**config.mk**
```make
export PLATFORM = sky130hd
export DESIGN_NAME = guess_display_flat
export DESIGN_NICKNAME = d
export VERILOG_FILES = /design/src/rtl/guess_pkg.sv /design/src/rtl/guess_display_if.sv /design/src/rtl/seg7_hits.sv /design/src/rtl/guess_display.sv /design/src/flat_wrapper.sv
export SDC_FILE = /design/constraint.sdc
export NUM_CORES = 1
export LEC_CHECK = 0
export ABC_AREA = 1
export ABC_CLOCK_PERIOD_IN_PS = 5000
export BUFFER_PORTS_ARGS = -buffer_cell sky130_fd_sc_hd__clkbuf_2
export CORE_MARGIN = 2
export CORE_UTILIZATION = 59
export CTS_CLUSTER_SIZE = 25
export DETAILED_ROUTE_END_ITERATION = 7
export PLACE_DENSITY = 0.8
export SYNTH_ARGS = -nofsm -noshare
export SYNTH_HDL_FRONTEND = slang
export SYNTH_SLANG_ARGS = --single-unit
```
**constraint.sdc**
```tcl
create_clock -name clk -period 5 [get_ports clk]
set_clock_uncertainty 0.05 [all_clocks]
set_input_delay 1 -clock clk [delete_from_list [all_inputs] [get_ports clk]]
set_output_delay 1 -clock clk [all_outputs]
set_load 0.01 [all_outputs]
```
**src/rtl/guess_pkg.sv**
```systemverilog
// guess_pkg: shared types and constants for the guess display slice.
//   state_t     - display FSM states
//   SEG_*       - fixed segment patterns {g,f,e,d,c,b,a}, active-high
//   RESULT_WIN  - per-bit match vector that counts as a full match
package guess_pkg;

  typedef enum logic [1:0] {
    IDLE    = 2'd0,
    HITS    = 2'd1,
    WIN_ON  = 2'd2,
    WIN_OFF = 2'd3
  } state_t;

  localparam logic [6:0] SEG_DASH   = 7'h40;
  localparam logic [6:0] SEG_ALL    = 7'h7F;
  localparam logic [6:0] SEG_OFF    = 7'h00;
  localparam logic [5:0] RESULT_WIN = 6'h3F;

endpackage

```
**src/rtl/guess_display_if.sv**
```systemverilog
// guess_display_if: result strobe from the game core plus the display outputs.
//   master - game core / board side: drives result, result_valid; observes outputs
//   slave  - guess_display: consumes result, drives seg, dp, busy, wins
interface guess_display_if;
  logic [5:0] result;
  logic       result_valid;
  logic [6:0] seg;
  logic       dp;
  logic       busy;
  logic [3:0] wins;

  modport master (output result, result_valid, input seg, dp, busy, wins);
  modport slave  (input result, result_valid, output seg, dp, busy, wins);
endinterface

```
**src/rtl/seg7_hits.sv**
```systemverilog
// seg7_hits: popcount of a 6-bit match vector, encoded as a seven-segment digit.
//   result - per-bit match vector
//   seg    - segments {g,f,e,d,c,b,a} for the hit count 0-5; a count of 6 is
//            a win and never displayed as a digit, so it maps to all-on
module seg7_hits
  import guess_pkg::*;
(
  input  logic [5:0] result,
  output logic [6:0] seg
);

  logic [2:0] hits;

  always_comb begin
    hits = 3'd0;
    for (int i = 0; i < 6; i++) hits = hits + {2'b00, result[i]};
  end

  always_comb begin
    case (hits)
      3'd0:    seg = 7'h3F;
      3'd1:    seg = 7'h06;
      3'd2:    seg = 7'h5B;
      3'd3:    seg = 7'h4F;
      3'd4:    seg = 7'h66;
      3'd5:    seg = 7'h6D;
      default: seg = SEG_ALL;
    endcase
  end

endmodule

```
**src/rtl/guess_display.sv**
```systemverilog
// guess_display: latches each game result and drives one seven-segment digit.
// Partial matches show the hit count for HOLD_CYC cycles; a full match plays a
// flashing animation (WIN_FLASHES on/off pairs of FLASH_DIV cycles each) and
// bumps a saturating 4-bit win counter.
//   clk - clock, rising edge
//   rst - synchronous active-high reset
//   bus - guess_display_if.slave: result/result_valid in; seg, dp, busy, wins out
module guess_display
  import guess_pkg::*;
#(
  parameter int HOLD_CYC    = 8,
  parameter int FLASH_DIV   = 4,
  parameter int WIN_FLASHES = 3
) (
  input  logic           clk,
  input  logic           rst,
  guess_display_if.slave bus
);

  localparam int TMAX = (HOLD_CYC > FLASH_DIV) ? HOLD_CYC : FLASH_DIV;
  localparam int TW   = $clog2(TMAX + 1);
  localparam int FCW  = $clog2(WIN_FLASHES + 1);

  localparam logic [TW-1:0]  HOLD_LD  = TW'(HOLD_CYC - 1);
  localparam logic [TW-1:0]  FLASH_LD = TW'(FLASH_DIV - 1);
  localparam logic [FCW-1:0] FC_LAST  = FCW'(WIN_FLASHES);

  state_t         state;
  logic [TW-1:0]  timer;
  logic [FCW-1:0] fcnt;
  logic [FCW-1:0] fcnt_nx;
  logic [6:0]     hit_seg;
  logic [6:0]     seg_q;
  logic           dp_q, busy_q;
  logic [3:0]     wins_q;

  seg7_hits u_hits (.result(bus.result), .seg(hit_seg));

  assign fcnt_nx  = fcnt + FCW'(1);
  assign bus.seg  = seg_q;
  assign bus.dp   = dp_q;
  assign bus.busy = busy_q;
  assign bus.wins = wins_q;

  always_ff @(posedge clk) begin
    if (rst) begin
      state  <= IDLE;
      timer  <= '0;
      fcnt   <= '0;
      seg_q  <= SEG_DASH;
      dp_q   <= 1'b0;
      busy_q <= 1'b0;
      wins_q <= 4'd0;
    end else begin
      case (state)
        IDLE, HITS: begin
          if (bus.result_valid) begin
            if (bus.result == RESULT_WIN) begin
              state  <= WIN_ON;
              timer  <= FLASH_LD;
              fcnt   <= '0;
              seg_q  <= SEG_ALL;
              dp_q   <= 1'b1;
              busy_q <= 1'b1;
              if (wins_q != 4'hF) wins_q <= wins_q + 4'd1;
            end else begin
              // a new result while holding simply restarts the hold
              state <= HITS;
              timer <= HOLD_LD;
              seg_q <= hit_seg;
              dp_q  <= 1'b0;
            end
          end else if (state == HITS) begin
            if (timer == '0) begin
              state <= IDLE;
              seg_q <= SEG_DASH;
            end else begin
              timer <= timer - TW'(1);
            end
          end
        end
        // strobes during the animation are deliberately dropped
        WIN_ON: begin
          if (timer == '0) begin
            state <= WIN_OFF;
            timer <= FLASH_LD;
            seg_q <= SEG_OFF;
            dp_q  <= 1'b0;
          end else begin
            timer <= timer - TW'(1);
          end
        end
        WIN_OFF: begin
          if (timer == '0) begin
            fcnt <= fcnt_nx;
            if (fcnt_nx == FC_LAST) begin
              state  <= IDLE;
              seg_q  <= SEG_DASH;
              busy_q <= 1'b0;
            end else begin
              state <= WIN_ON;
              timer <= FLASH_LD;
              seg_q <= SEG_ALL;
              dp_q  <= 1'b1;
            end
          end else begin
            timer <= timer - TW'(1);
          end
        end
        default: begin
          state  <= IDLE;
          seg_q  <= SEG_DASH;
          dp_q   <= 1'b0;
          busy_q <= 1'b0;
        end
      endcase
    end
  end

endmodule

```
**src/flat_wrapper.sv**
```systemverilog
// flat-port wrapper written by rule: the top's interface ports become plain ports
module guess_display_flat import guess_pkg::*;
#(
  parameter int HOLD_CYC    = 8,
  parameter int FLASH_DIV   = 4,
  parameter int WIN_FLASHES = 3
)
  (clk, rst, bus_result, bus_result_valid, bus_seg, bus_dp, bus_busy, bus_wins);
  guess_display_if bus_i ();
  input  logic clk;
  input  logic rst;
  input wire logic [$bits(bus_i.result)-1:0] bus_result;
  input wire logic [$bits(bus_i.result_valid)-1:0] bus_result_valid;
  output wire logic [$bits(bus_i.seg)-1:0] bus_seg;
  output wire logic [$bits(bus_i.dp)-1:0] bus_dp;
  output wire logic [$bits(bus_i.busy)-1:0] bus_busy;
  output wire logic [$bits(bus_i.wins)-1:0] bus_wins;
  assign bus_i.result = bus_result;
  assign bus_i.result_valid = bus_result_valid;
  assign bus_seg = bus_i.seg;
  assign bus_dp = bus_i.dp;
  assign bus_busy = bus_i.busy;
  assign bus_wins = bus_i.wins;
  guess_display #(.HOLD_CYC(HOLD_CYC), .FLASH_DIV(FLASH_DIV), .WIN_FLASHES(WIN_FLASHES)) u_core (.clk(clk), .rst(rst), .bus(bus_i));
endmodule
```
Word level (Yosys, flattened, before mapping):

Index checks and enable logic that the tools add are counted.

* add/sub/neg operators: 8
* multipliers: 0
* div/mod/pow operators: 0
* magnitude comparators: 0
* eq/ne operators: 21
* shifts and indexed selects: 0
* muxes and demuxes: 40
* bitwise logic cells: 0
* reduce and logical (&&, ||, !) cells: 11

Operator list (count)
* 2-to-1 mux 7 bit: 6
* one-hot mux 7 bit (6 select lines): 1
* 2-to-1 mux 4 bit: 6
* one-hot mux 7 bit (3 select lines): 1
* 2-to-1 mux 2 bit: 10
* AND reduction 4 bit: 4
* one-hot mux 4 bit (3 select lines): 1
* adder 3 x 1 -> 3 bit: 3
* 2-to-1 mux 1 bit: 9
* inequality test 2 x 1 -> 1 bit (second input constant): 4
* equality test 2 bit (second input constant): 3
* equality test 3 x 2 -> 1 bit (second input constant): 2
* equality test 3 bit (second input constant): 2
* equality test 6 bit (second input constant): 1
* 2-to-1 mux 6 bit: 1
* inequality test 3 x 2 -> 1 bit (second input constant): 2
* inequality test 3 bit (second input constant): 2
* one-hot mux 2 bit (3 select lines): 1
* AND reduction 5 bit: 1
* adder 4 x 1 -> 4 bit (second input constant): 1
* logical NOT 4 bit: 1
* inequality test 2 bit (second input constant): 2
* inequality test 4 bit (second input constant): 1
* one-hot mux 2 bit (2 select lines): 1
* 14 further kinds: 14

* flip-flop bits (word level): 21
* bits in latches: 0
* memory bits (writable): 0
* memory bits (read-only): 0
* output and inout bits: 13
* logic and storage cells: 87
* memories: 0

Longest topological paths before layout:

* depth after elaboration: 10
* mapped depth: 14
* gate-level depth less buffers: 14

Modules after synthesis:

Synthesis repeated with hierarchy kept, for this count alone.

* cells, all modules: 179
* area total of the unflattened synthesis: 1222.4 µm²

Modules (own cells, without submodules)
* guess_display: times used 1, cells each 157, area each 1069.8 µm², seq. area each 420.4 µm²
* seg7_hits: times used 1, cells each 22, area each 152.6 µm², seq. area each 0.0 µm²

Worst setup path after synthesis:

OpenSTA, ideal clock, no wires.

* kind: input-to-reg
* from: input port bus_result[0]
* to: register u_core.seg_q[1] (netlist: u_core.bus.seg[1])
* data arrival time: 3109 ps
* path slack: 1725 ps
* stages on the path: 12
* cells stage by stage: fa_1 -> inv_1 -> fa_1 -> inv_1 -> ha_1 -> inv_1 -> fa_1 -> inv_1 -> o21ai_0 -> nand2_1 -> nor2_1 -> nor2_1

* cells in the longest elaborated chain, start to end: 10
* elaborated cells on any way between the ends: 16

Ends and longest elaborated chain
* start: declaration: RTL line flat_wrapper.sv:12 `input wire logic [$bits(bus_i.result)-1:0] bus_result;`
* adder 1 x 1 -> 2 bit: RTL line seg7_hits.sv:16 `for (int i = 0; i < 6; i++) hits = hits + {2'b00, result[i]};`
* adder 2 x 1 -> 3 bit: RTL line seg7_hits.sv:16
* adder 3 x 1 -> 3 bit (3 in a row): RTL line seg7_hits.sv:16
* equality test 3 bit (tied with other cells): RTL line seg7_hits.sv:20 `case (hits)`
* one-hot mux 7 bit (6 select lines): RTL line seg7_hits.sv:20
* 2-to-1 mux 7 bit *: RTL line guess_display.sv:58 `if (bus.result == RESULT_WIN) begin`
* 2-to-1 mux 7 bit *: RTL line guess_display.sv:57 `if (bus.result_valid) begin`
* one-hot mux 7 bit (3 select lines) *: RTL line guess_display.sv:55 `case (state)`
* end signal: assignment: RTL line guess_display.sv:70 `seg_q <= hit_seg;`
* end: declaration: RTL line guess_display.sv:33 `logic [6:0] seg_q;`

Every way passes the cells marked *; elsewhere a longest branch is shown, timed or not.
A chain may end at the register's enable or synchronous reset.

Final worst setup path:

* from: input port bus_result[0]
* to: register u_core.seg_q[5] (netlist: u_core.bus.seg[5])

The elaborated chain is that of the path after synthesis.

==> results.sh <==
export IMPL_maxCapViolCount=0
export IMPL_synth_most_common_cell="nand2_1"
export IMPL_root_buffer="clkbuf_4"
export IMPL_synth_seq_area_share_pct=31.0
export IMPL_ys_ff_latch=20
export IMPL_cp_max_fo=5
export IMPL_tightest_slew_ns=0.402
export IMPL_vias_per_cell=5.14
export IMPL_finalHoldViolCount=0
export IMPL_synth_common_cells="42 x nand2_1, 26 x inv_1, 26 x nor2_1, 20 x dfxtp_1, 16 x o21ai_0"
export IMPL_gp_congestion=0.833
export IMPL_critPathKind="in2reg"
export IMPL_leakagePower_nw=0.716
export IMPL_worst_path_largest_cell_delay_ns=0.55
export IMPL_post_cts_buffers=0
export IMPL_async_reset_ff_share_pct=0
export IMPL_critPathSlowestCell="fa_1"
export IMPL_crit_family="adder cells"
export IMPL_worst_path_most_repeated_cell="inv_1"
export IMPL_tns_ns=0
export IMPL_cts_tree="yes"
export IMPL_drt_antenna_violating_nets=0
export IMPL_final_cells=236
export IMPL_cp_cell_sequence="clkbuf_2 > fa_1 > inv_1 > fa_1 > inv_1 > ha_1 > inv_1 > fa_1 > inv_1 > o21ai_0 > nand2_1 > nand2_1 > nor2_1 > nor2_1"
export IMPL_track_usage_pct=23.0
export IMPL_nets=227
export IMPL_clockBufferDepth=2
export IMPL_die_y_um=50.8
export IMPL_grt_max_degree=14
export IMPL_initial_core_util_pct=63.9
export IMPL_yosysTopAreaCellShare_pct=31.0
export IMPL_dpl_hpwl_um=1960
export IMPL_synth_warnings=0
export IMPL_dr_pass1_iters=4
export IMPL_period_share_pct=64.3
export IMPL_power_density_mw_per_mm2=285
export IMPL_synth_cell_types=25
export IMPL_drive_above_1_share_pct=19.1
export IMPL_dieWidth_um=50.8
export IMPL_postCtsHoldBufs=0
export IMPL_preCtsSetupSlack_ns=1.46
export IMPL_synth_edf_count=0
export IMPL_overflow=0
export IMPL_vias=1214
export IMPL_num_rows=16
export IMPL_arrival_ns=3.42
export IMPL_hp_class="reg2reg"
export IMPL_first_global_vias=1087
export IMPL_synthCells=188
export IMPL_rsz0062_at_grt="no"
export IMPL_clock_fmax_mhz=311
export IMPL_worst_ep_required_time_ns=5.20
export IMPL_clock_sinks=20
export IMPL_clk_pin_slew_ns=0.11
export IMPL_outcome="completed"
export IMPL_synthesis_nets=205
export IMPL_start_kind="input port"
export IMPL_syn_cell_area_mm2=0.00129
export IMPL_dp_cells=232
export IMPL_die_area_mm2=0.00258
export IMPL_drc=0
export IMPL_final_core_util_pct=71.9
export IMPL_syn_area_per_cell_um2=6.87
export IMPL_slew_violations=0
export IMPL_slew_headroom_pct=73.2
export IMPL_setup_viol_count_final=0
export IMPL_port_buffers=21
export IMPL_cts_buffers=3
export IMPL_insertion_delay_ns=0.30
export IMPL_routed_wl_um=2560
export IMPL_min_period_ns=3.22
export IMPL_synth_top_cells_by_area="dfxtp_1 31%, nand2_1 12%, inv_1 7.6%, nor2_1 7.6%, o21ai_0 6.2%"
export IMPL_io_pins=22
export IMPL_yosys_area_top_type="dfxtp_1"
export IMPL_critPathBufInv=5
export IMPL_ir_drop_uv=224
export IMPL_fin_ws_ns=1.78
export IMPL_htree_levels=1
export IMPL_drt_iter0_drc=32
export IMPL_synth_main_ff_cell="dfxtp_1"
export IMPL_end_kind="register"
export IMPL_core_area_mm2=0.00202
export IMPL_cts_resized=0
export IMPL_grt_pass1_wl_um=4510
export IMPL_wl_per_cell_um=10.8
export IMPL_n_antenna_cell=0
export IMPL_antenna_found_initial=0
export IMPL_holdWs_ns=0.412
export IMPL_syn2layout_area_growth_pct=12.6
## layout make-up
class | instances | area (um^2)
Clock buffer | 3 | 22.5
Multi-Input combinational cell | 136 | 747
Sequential cell | 20 | 400
Timing Repair Buffer | 21 | 105
Clock inverter | 1 | 30.0
Inverter | 28 | 115
Fill cell | 187 | 568
Tap cell | 27 | 33.8
## final timing paths
check / slack, ns / cells after the start / from / end
min: 0.41 / 2 / u_core.bus.busy / u_core.bus.busy
max reg2reg: 3.54 / 6 / u_core.timer[0] / u_core.bus.seg[3]
max: 1.78 / 14 / bus_result[0] / u_core.bus.seg[5]
min reg2reg: 0.41 / 2 / u_core.bus.busy / u_core.bus.busy
## sequential cells by signal (all words and copies together) (netlist names)
register         count
u_core.bus.wins      4
u_core.bus.seg       6
u_core.timer         4
u_core.state         2
u_core.fcnt          2
u_core.bus.dp        1
u_core.bus.busy      1
## per-stage QoR
stage	power (mW)	area (um^2)
after floorplan	0.259	1290
after global placement	0.281	1400
after detailed placement	0.286	1400
after CTS	0.418	1450
after global routing	0.445	1450
final	0.415	1450
## layer usage
metal  global-route usage (%)  part of all wire, %
met1                     28.5                   47
met2                     39.3                   48
met3                     4.46                  3.8
met4                     9.01                  1.4
met5                        0                    0
## worst min-delay path, stage by stage (launching register included)
cell,delay (ns)
dfxtp_1,0.32
inv_1,0.05
a21oi_1,0.05
## logic make-up (layout without fill, tap and decap cells)
| logic type | count (synthesis) | in the layout | synth area share (%) |
|---|---|---|---|
| fa+ha+maj | 8 | 8 | 9.50 |
| simple gates | 99 | 99 | 36.6 |
| buf+inv | 32 | 53 | 11.1 |
| flops | 20 | 20 | 31.0 |
| compound gates | 28 | 28 | 11.0 |
| xor+xnor | 1 | 1 | 0.678 |
## where the power goes
part           switching [mW]  internal (mW)  total (mW)
Sequential            0.00839          0.171       0.179
Combinational          0.0636         0.0396       0.103
Clock                  0.0515         0.0811       0.133
## layout by cell type (no fill, tap or decap)
cell type   n
o21ai_0    16
nand2_2     5
nand3_2     4
nand2_1    42
nor3_4      1
nor2_2      1
inv_8       1
nand3_1    15
nand4_1     2
a21oi_1    10
clkbuf_2   21
nor2_4      1
fa_1        3
nor2_1     26
dfxtp_1    20
clkbuf_4    3
ha_1        5
xnor2_1     1
inv_4       1
o21ai_1     1
nor3_1      1
inv_1      26
a21o_1      1
nand2_8     1
bufinv_16   1
Note: power is estimated with default switching activity, not from simulation.
